==> config.mk <==
export PLATFORM = sky130hd
export DESIGN_NAME = clock_mode_ctrl_flat
export DESIGN_NICKNAME = d
export VERILOG_FILES = /design/src/rtl/clock_mode_ctrl_pkg.sv /design/src/rtl/clock_mode_ctrl_if.sv /design/src/rtl/clock_mode_ctrl_btn_edge.sv /design/src/rtl/clock_mode_ctrl.sv /design/src/flat_wrapper.sv
export SDC_FILE = /design/constraint.sdc
export NUM_CORES = 1
export LEC_CHECK = 0
export CORE_ASPECT_RATIO = 0.6
export CORE_MARGIN = 5
export CORE_UTILIZATION = 50
export CTS_CLUSTER_DIAMETER = 80
export DETAILED_ROUTE_END_ITERATION = 10
export PLACE_DENSITY = 0.7
export RECOVER_POWER = 50
export SYNTH_ARGS = -nofsm -noshare
export SYNTH_HDL_FRONTEND = slang
export SYNTH_HIERARCHICAL = 1
export SYNTH_SLANG_ARGS = --single-unit
export TNS_END_PERCENT = 50
==> constraint.sdc <==
create_clock -name clk -period 2.8 [get_ports clk]
set_input_delay 0.56 -clock clk [delete_from_list [all_inputs] [get_ports clk]]
set_output_delay 0.56 -clock clk [all_outputs]
set_load 0.03 [all_outputs]
==> src/rtl/clock_mode_ctrl_pkg.sv <==
// clock_mode_ctrl_pkg: state encodings, display-mode constants and state decode helpers
package clock_mode_ctrl_pkg;
  typedef enum logic [2:0] {
    CLK_RUN  = 3'd0,
    SET_HOUR = 3'd1,
    SET_MIN  = 3'd2,
    SET_SEC  = 3'd3,
    SW_IDLE  = 3'd4,
    SW_RUN   = 3'd5,
    SW_PAUSE = 3'd6
  } state_e;
  localparam logic MODE_CLK = 1'b0;
  localparam logic MODE_SW  = 1'b1;
  function automatic logic is_set(state_e s);
    return s inside {SET_HOUR, SET_MIN, SET_SEC};
  endfunction
  function automatic logic is_sw(state_e s);
    return s inside {SW_IDLE, SW_RUN, SW_PAUSE};
  endfunction
  function automatic logic [2:0] field_of(state_e s);
    return s == SET_HOUR ? 3'b100 : s == SET_MIN ? 3'b010 : s == SET_SEC ? 3'b001 : 3'b000;
  endfunction
endpackage

==> src/rtl/clock_mode_ctrl_if.sv <==
// clock_mode_ctrl_if: tick/button inputs and display/counter controls of the clock mode controller
interface clock_mode_ctrl_if;
  logic       tick_1hz;
  logic       btn_mode;
  logic       btn_set;
  logic       btn_inc;
  logic       btn_ss;
  logic       mode;
  logic       clk_en;
  logic       inc_hour;
  logic       inc_min;
  logic       inc_sec;
  logic [2:0] blink;
  logic       sw_en;
  logic       sw_clr;
  modport master (
    output tick_1hz, btn_mode, btn_set, btn_inc, btn_ss,
    input  mode, clk_en, inc_hour, inc_min, inc_sec, blink, sw_en, sw_clr
  );
  modport slave (
    input  tick_1hz, btn_mode, btn_set, btn_inc, btn_ss,
    output mode, clk_en, inc_hour, inc_min, inc_sec, blink, sw_en, sw_clr
  );
endinterface

==> src/rtl/clock_mode_ctrl_btn_edge.sv <==
// clock_mode_ctrl_btn_edge: registered one-cycle rising-edge event from a debounced button level
module clock_mode_ctrl_btn_edge (
  input  logic clk,
  input  logic rst_n,
  input  logic btn,
  output logic evt
);
  logic prev_q, arm_q, evt_q, evt_d;
  // arm_q masks the first clock so a button held through reset release is not an event
  always_comb evt_d = btn & ~prev_q & arm_q;
  always_ff @(posedge clk or negedge rst_n) begin
    if (!rst_n) begin
      prev_q <= 1'b0;
      arm_q  <= 1'b0;
      evt_q  <= 1'b0;
    end else begin
      prev_q <= btn;
      arm_q  <= 1'b1;
      evt_q  <= evt_d;
    end
  end
  assign evt = evt_q;
endmodule

==> src/rtl/clock_mode_ctrl.sv <==
// clock_mode_ctrl: button/tick sequencing for clock display, time set and stopwatch control
module clock_mode_ctrl
  import clock_mode_ctrl_pkg::*;
#(
  parameter int SET_TIMEOUT = 10
) (
  input logic             clk,
  input logic             rst_n,
  clock_mode_ctrl_if.slave bus
);
  localparam int TW = $clog2(SET_TIMEOUT + 1);
  logic e_mode, e_set, e_inc, e_ss;
  clock_mode_ctrl_btn_edge u_mode (.clk(clk), .rst_n(rst_n), .btn(bus.btn_mode), .evt(e_mode));
  clock_mode_ctrl_btn_edge u_set  (.clk(clk), .rst_n(rst_n), .btn(bus.btn_set),  .evt(e_set));
  clock_mode_ctrl_btn_edge u_inc  (.clk(clk), .rst_n(rst_n), .btn(bus.btn_inc),  .evt(e_inc));
  clock_mode_ctrl_btn_edge u_ss   (.clk(clk), .rst_n(rst_n), .btn(bus.btn_ss),   .evt(e_ss));
  state_e          state_q, state_d;
  logic [TW-1:0]   to_q, to_d;
  logic            mode_q, mode_d, clk_en_q, clk_en_d, sw_en_q, sw_en_d, sw_clr_q, sw_clr_d;
  logic [2:0]      inc_q, inc_d, blink_q, blink_d;
  logic            any_evt;
  assign any_evt = e_mode | e_set | e_inc | e_ss;
  always_comb begin
    state_d  = state_q;
    to_d     = '0;
    inc_d    = 3'b000;
    sw_clr_d = 1'b0;
    unique case (state_q)
      CLK_RUN:
        state_d = e_mode ? SW_IDLE : e_set ? SET_HOUR : CLK_RUN;
      SET_HOUR, SET_MIN, SET_SEC: begin
        to_d = any_evt ? '0 : to_q + TW'(bus.tick_1hz);
        if (e_set)
          state_d = state_q == SET_SEC ? CLK_RUN : state_e'(state_q + 3'd1);
        else if (e_inc)
          inc_d = field_of(state_q);
        else if (to_d == TW'(SET_TIMEOUT))
          state_d = CLK_RUN;
      end
      SW_IDLE:
        state_d = e_mode ? CLK_RUN : e_ss ? SW_RUN : SW_IDLE;
      SW_RUN:
        state_d = e_mode ? CLK_RUN : e_ss ? SW_PAUSE : SW_RUN;
      SW_PAUSE: begin
        state_d  = e_mode ? CLK_RUN : e_ss ? SW_RUN : e_inc ? SW_IDLE : SW_PAUSE;
        sw_clr_d = ~e_mode & ~e_ss & e_inc;
      end
      default:
        state_d = CLK_RUN;
    endcase
    // enables are gated by the state the tick arrived in, not the one being entered
    clk_en_d = bus.tick_1hz & ~is_set(state_q);
    sw_en_d  = bus.tick_1hz & (state_q == SW_RUN);
    mode_d   = is_sw(state_d) ? MODE_SW : MODE_CLK;
    blink_d  = field_of(state_d);
  end
  always_ff @(posedge clk or negedge rst_n) begin
    if (!rst_n) begin
      state_q  <= CLK_RUN;
      to_q     <= '0;
      mode_q   <= MODE_CLK;
      clk_en_q <= 1'b0;
      sw_en_q  <= 1'b0;
      sw_clr_q <= 1'b0;
      inc_q    <= 3'b000;
      blink_q  <= 3'b000;
    end else begin
      state_q  <= state_d;
      to_q     <= to_d;
      mode_q   <= mode_d;
      clk_en_q <= clk_en_d;
      sw_en_q  <= sw_en_d;
      sw_clr_q <= sw_clr_d;
      inc_q    <= inc_d;
      blink_q  <= blink_d;
    end
  end
  assign bus.mode     = mode_q;
  assign bus.clk_en   = clk_en_q;
  assign bus.sw_en    = sw_en_q;
  assign bus.sw_clr   = sw_clr_q;
  assign bus.inc_hour = inc_q[2];
  assign bus.inc_min  = inc_q[1];
  assign bus.inc_sec  = inc_q[0];
  assign bus.blink    = blink_q;
endmodule
==> src/flat_wrapper.sv <==
// flat-port wrapper written by rule: the top's interface ports become plain ports
module clock_mode_ctrl_flat import clock_mode_ctrl_pkg::*;
#(
  parameter int SET_TIMEOUT = 10
)
  (clk, rst_n, bus_tick_1hz, bus_btn_mode, bus_btn_set, bus_btn_inc, bus_btn_ss, bus_mode, bus_clk_en, bus_inc_hour, bus_inc_min, bus_inc_sec, bus_blink, bus_sw_en, bus_sw_clr);
  clock_mode_ctrl_if bus_i ();
  input logic clk;
  input logic rst_n;
  input wire logic [$bits(bus_i.tick_1hz)-1:0] bus_tick_1hz;
  input wire logic [$bits(bus_i.btn_mode)-1:0] bus_btn_mode;
  input wire logic [$bits(bus_i.btn_set)-1:0] bus_btn_set;
  input wire logic [$bits(bus_i.btn_inc)-1:0] bus_btn_inc;
  input wire logic [$bits(bus_i.btn_ss)-1:0] bus_btn_ss;
  output wire logic [$bits(bus_i.mode)-1:0] bus_mode;
  output wire logic [$bits(bus_i.clk_en)-1:0] bus_clk_en;
  output wire logic [$bits(bus_i.inc_hour)-1:0] bus_inc_hour;
  output wire logic [$bits(bus_i.inc_min)-1:0] bus_inc_min;
  output wire logic [$bits(bus_i.inc_sec)-1:0] bus_inc_sec;
  output wire logic [$bits(bus_i.blink)-1:0] bus_blink;
  output wire logic [$bits(bus_i.sw_en)-1:0] bus_sw_en;
  output wire logic [$bits(bus_i.sw_clr)-1:0] bus_sw_clr;
  assign bus_i.tick_1hz = bus_tick_1hz;
  assign bus_i.btn_mode = bus_btn_mode;
  assign bus_i.btn_set = bus_btn_set;
  assign bus_i.btn_inc = bus_btn_inc;
  assign bus_i.btn_ss = bus_btn_ss;
  assign bus_mode = bus_i.mode;
  assign bus_clk_en = bus_i.clk_en;
  assign bus_inc_hour = bus_i.inc_hour;
  assign bus_inc_min = bus_i.inc_min;
  assign bus_inc_sec = bus_i.inc_sec;
  assign bus_blink = bus_i.blink;
  assign bus_sw_en = bus_i.sw_en;
  assign bus_sw_clr = bus_i.sw_clr;
  clock_mode_ctrl #(.SET_TIMEOUT(SET_TIMEOUT)) u_core (.clk(clk), .rst_n(rst_n), .bus(bus_i));
endmodule
==> Flow_metrics.wiki <==
{| class="wikitable"
! Metric !! Value
|-
| Result of the run || finished with violations
|-
| Failing checks || max-capacitance violations, max-slew violations
|-
| # resized after CTS || 0
|-
| TritonCTS clock tree || built
|-
| Total length of routed wires || 2150 µm
|-
| Worst setup endpoint || u_core/bus.mode
|-
| Via count of the first global-routing pass || 759
|-
| Cell chosen for the clock root || clkbuf_8
|-
| Share of synthesized flip-flops with an asynchronous set or reset || 1.00
|-
| Worst setup path class || input port to register
|-
| Startpoint of the worst hold path || u_core/u_mode/arm_q
|-
| Beginning of the worst register-to-register path || u_core/state_q[1]
|-
| Yosys top cell by area || dfrtp_1
|-
| Diodes inserted || 0
|-
| Buffer levels on the longest clock path || 2
|-
| Pins over their slew limit || 30
|-
| Quantity of I/O buffers inserted on ports || 16
|-
| Post-detailed-route count of antenna-violating nets || 0
|-
| Vias per Instance || 5.13
|-
| Placement row count || 13
|-
| HPWL reported at the end of detailed placement || 1550 µm
|-
| Ports placed on the boundary || 17
|-
| Number of unique standard cell types used by synthesis || 35
|-
| Endpoint required time on the critical path || 2970 ps
|-
| Area of the die || 0.00357 mm²
|-
| Post-route fraction of the period consumed by the critical path || 0.786
|-
| Number of clock buffers inserted by TritonCTS || 5
|-
| Clock transition at the registers of the reported paths || 60 ps
|-
| Maximum ir drop on the vdd rail || 0.479 mV
|-
| Setup repair after global routing missed its margin || false
|-
| Most used cells in the layout excluding fill and tap cells || 29 x dfrtp_1, 11 x clkdlybuf4s50_1, 7 x clkbuf_8, 6 x ha_1
|-
| Maximum number of pins on one net before global-route repair || 30
|-
| Endpoint of the most critical register-to-register path || u_core/bus.blink[2]
|-
| Placeable Area || 0.00224 mm²
|-
| Sum of negative setup slack || 0 ps
|-
| Post-placement cell count || 142
|-
| Util after Layout || 0.678
|-
| Data arrival time of the critical path || 2370 ps
|-
| Nets@finish || 132
|-
| Clock Sink Count || 29
|-
| X dimension of the die || 73.9 µm
|-
| Total Routing Usage GR || 0.131
|-
| Total vias in the final route || 769
|-
| Clock period minus worst slack || 2200 ps
|-
| Worst Max-Slew Pin Slew || 1520 ps
|-
| Global-route wire length before repair || 3460 µm
|-
| Path category of the worst min-delay check || register to register
|-
| Top area cells in the synthesized netlist || dfrtp_1 59%, ha_1 6.1%, and3b_1 3.6%
|-
| Register-to-Register Setup Slack || 900 ps
|-
| Gpl congestion || 0.758
|-
| Final non-filler cell area || 0.00152 mm²
|-
| Register-to-Register Path Depth || 6
|-
| Worst slack after detailed placement || 349 ps
|-
| Final instance count without filler cells || 150
|-
| Proportion of layout cells with a drive suffix above 1 || 0.108
|-
| Final hold violation count || 0
|-
| Post-Synthesis Cell Area || 0.00122 mm²
|-
| Initial standard-cell utilization of the core || 0.546
|-
| Leak Pwr || 0.733 nW
|-
| Beginning of the critical path || bus_tick_1hz
|-
| Area share of the largest cell type after synthesis || 0.592
|-
| Max Clock Skew || 3.15 ps
|-
| Number of flops mapped to enable cells by yosys || 0
|-
| Total cell area at the placement stage || 0.00143 mm²
|-
| CTS H-tree depth || 2
|-
| Number of antenna violations at the first check in global routing || 0
|-
| Maximum Capacitance Violations || 1
|-
| Synth Net Count || 109
|-
| Setup slack of the critical path after layout || 599 ps
|-
| Gate Count Post-Synth || 96
|-
| # DRC || 0
|-
| Seq cells post-synth || 29
|-
| Seq/Total Area, Yosys || 0.592
|-
| Number of failing setup endpoints in the final timing report || 0
|-
| Routed length per placed instance || 14.3 µm
|-
| Power per Cell Area || 775 mW/mm²
|-
| Worst setup SP type || input port
|-
| Worst-case headroom to the max-slew limit || -0.0125
|-
| 1st-iter DRT viols || 64
|-
| # fillers || 170
|-
| Yosys warning count || 6
|-
| GR Overflow Total || 0
|-
| Total chip power || 1.18 mW
|-
| Layout Area Growth over Synthesis || 24.3%
|-
| Prevailing post-synth register cell || dfrtp_1
|-
| Most common library cell in the layout ignoring fill and taps || dfrtp_1
|-
| Synth Area per Inst || 12.8 µm²
|-
| Die span in y || 48.3 µm
|-
| Detailed-router iteration count before antenna repair || 4
|-
| Critical Path End Type || register
|-
| Maximum clock frequency || 454 MHz
|-
| Worst-skew pair later-pin latency || 270 ps
|-
| Final hold slack || 495 ps
|-
| Post-CTS setup buffer count || 0
|-
| Hold Buf Count CTS || 0
|-
| Max FO, Critical Path || 4
|}
==> critical path: stages <==
cell             delay [ps]
clkdlybuf4s50_1         440
ha_1                    240
ha_1                    200
xnor2_1                 230
nand4b_2                180
o211a_1                 260
o32ai_2                 260
==> worst min-delay path by stage <==
stage                                     end  slack (ps)  cells after the start
after global routing         u_core/u_set/evt         520                      1
after CTS                   u_core/u_mode/evt         490                      1
final                       u_core/u_mode/evt         500                      1
after floorplan           u_core/bus.blink[0]         260                      0
after detailed placement      u_core/u_ss/evt         480                      1
after global placement        u_core/u_ss/evt         480                      1
==> power by group <==
group / internal (mW) / leakage (nW) / switching, mW
clock network: 0.222 / 0.0542 / 0.149
logic: 0.125 / 0.302 / 0.178
registers: 0.463 / 0.377 / 0.0430
total: 0.810 / 0.733 / 0.370
==> cell usage after synthesis, types with 2 or more instances <==
master    instances
nor2_1            4
o211ai_1          2
nand2_1           3
conb_1            4
a21oi_1           3
ha_1              6
nand2b_1          2
and3_1            3
xor2_1            2
and3b_1           5
nor3_1            4
and2_1            2
o21a_1            2
nor2b_1           2
inv_1             4
dfrtp_1          29
==> logic make-up after synthesis <==
logic type / count (synthesis) / synth area share
and+or+nand+nor: 35 / 0.202
DFF: 29 / 0.592
AOI/OAI and AO/OA: 13 / 0.0858
adders and majority gates: 6 / 0.0613
buffers and inverters: 5 / 0.0163
other: 4 / 0.0123
xor gates and xnor gates: 3 / 0.0215
muxes: 1 / 0.00817
==> cell type report <==
cell class	instances	area (µm²)	share of cell area
clock inverter	1	5.00	0.00329
multi-input combinational	62	479	0.315
sequential	29	726	0.477
timing repair buffer	17	164	0.108
clock buffer	7	96.3	0.0633
inverter	4	15.0	0.00986
tap	30	37.5	0.0247
==> registers in the layout (all words and copies together), names as in the netlist, 3 cells and up <==
name and flops:
u_core/to_q 4, u_core/bus.blink 3, u_core/inc_q 3, u_core/state_q 3
==> per-layer routing <==
metal  global-route usage  up-vias  routed length [µm]
met5                    0        -                   0
met4               0.0452        0                   0
met3               0.0576        0                 108
met2                0.163       15                 850
met1                0.197      380                1190
li1                     -      374                   -
Power figures use the tool's default switching activity.
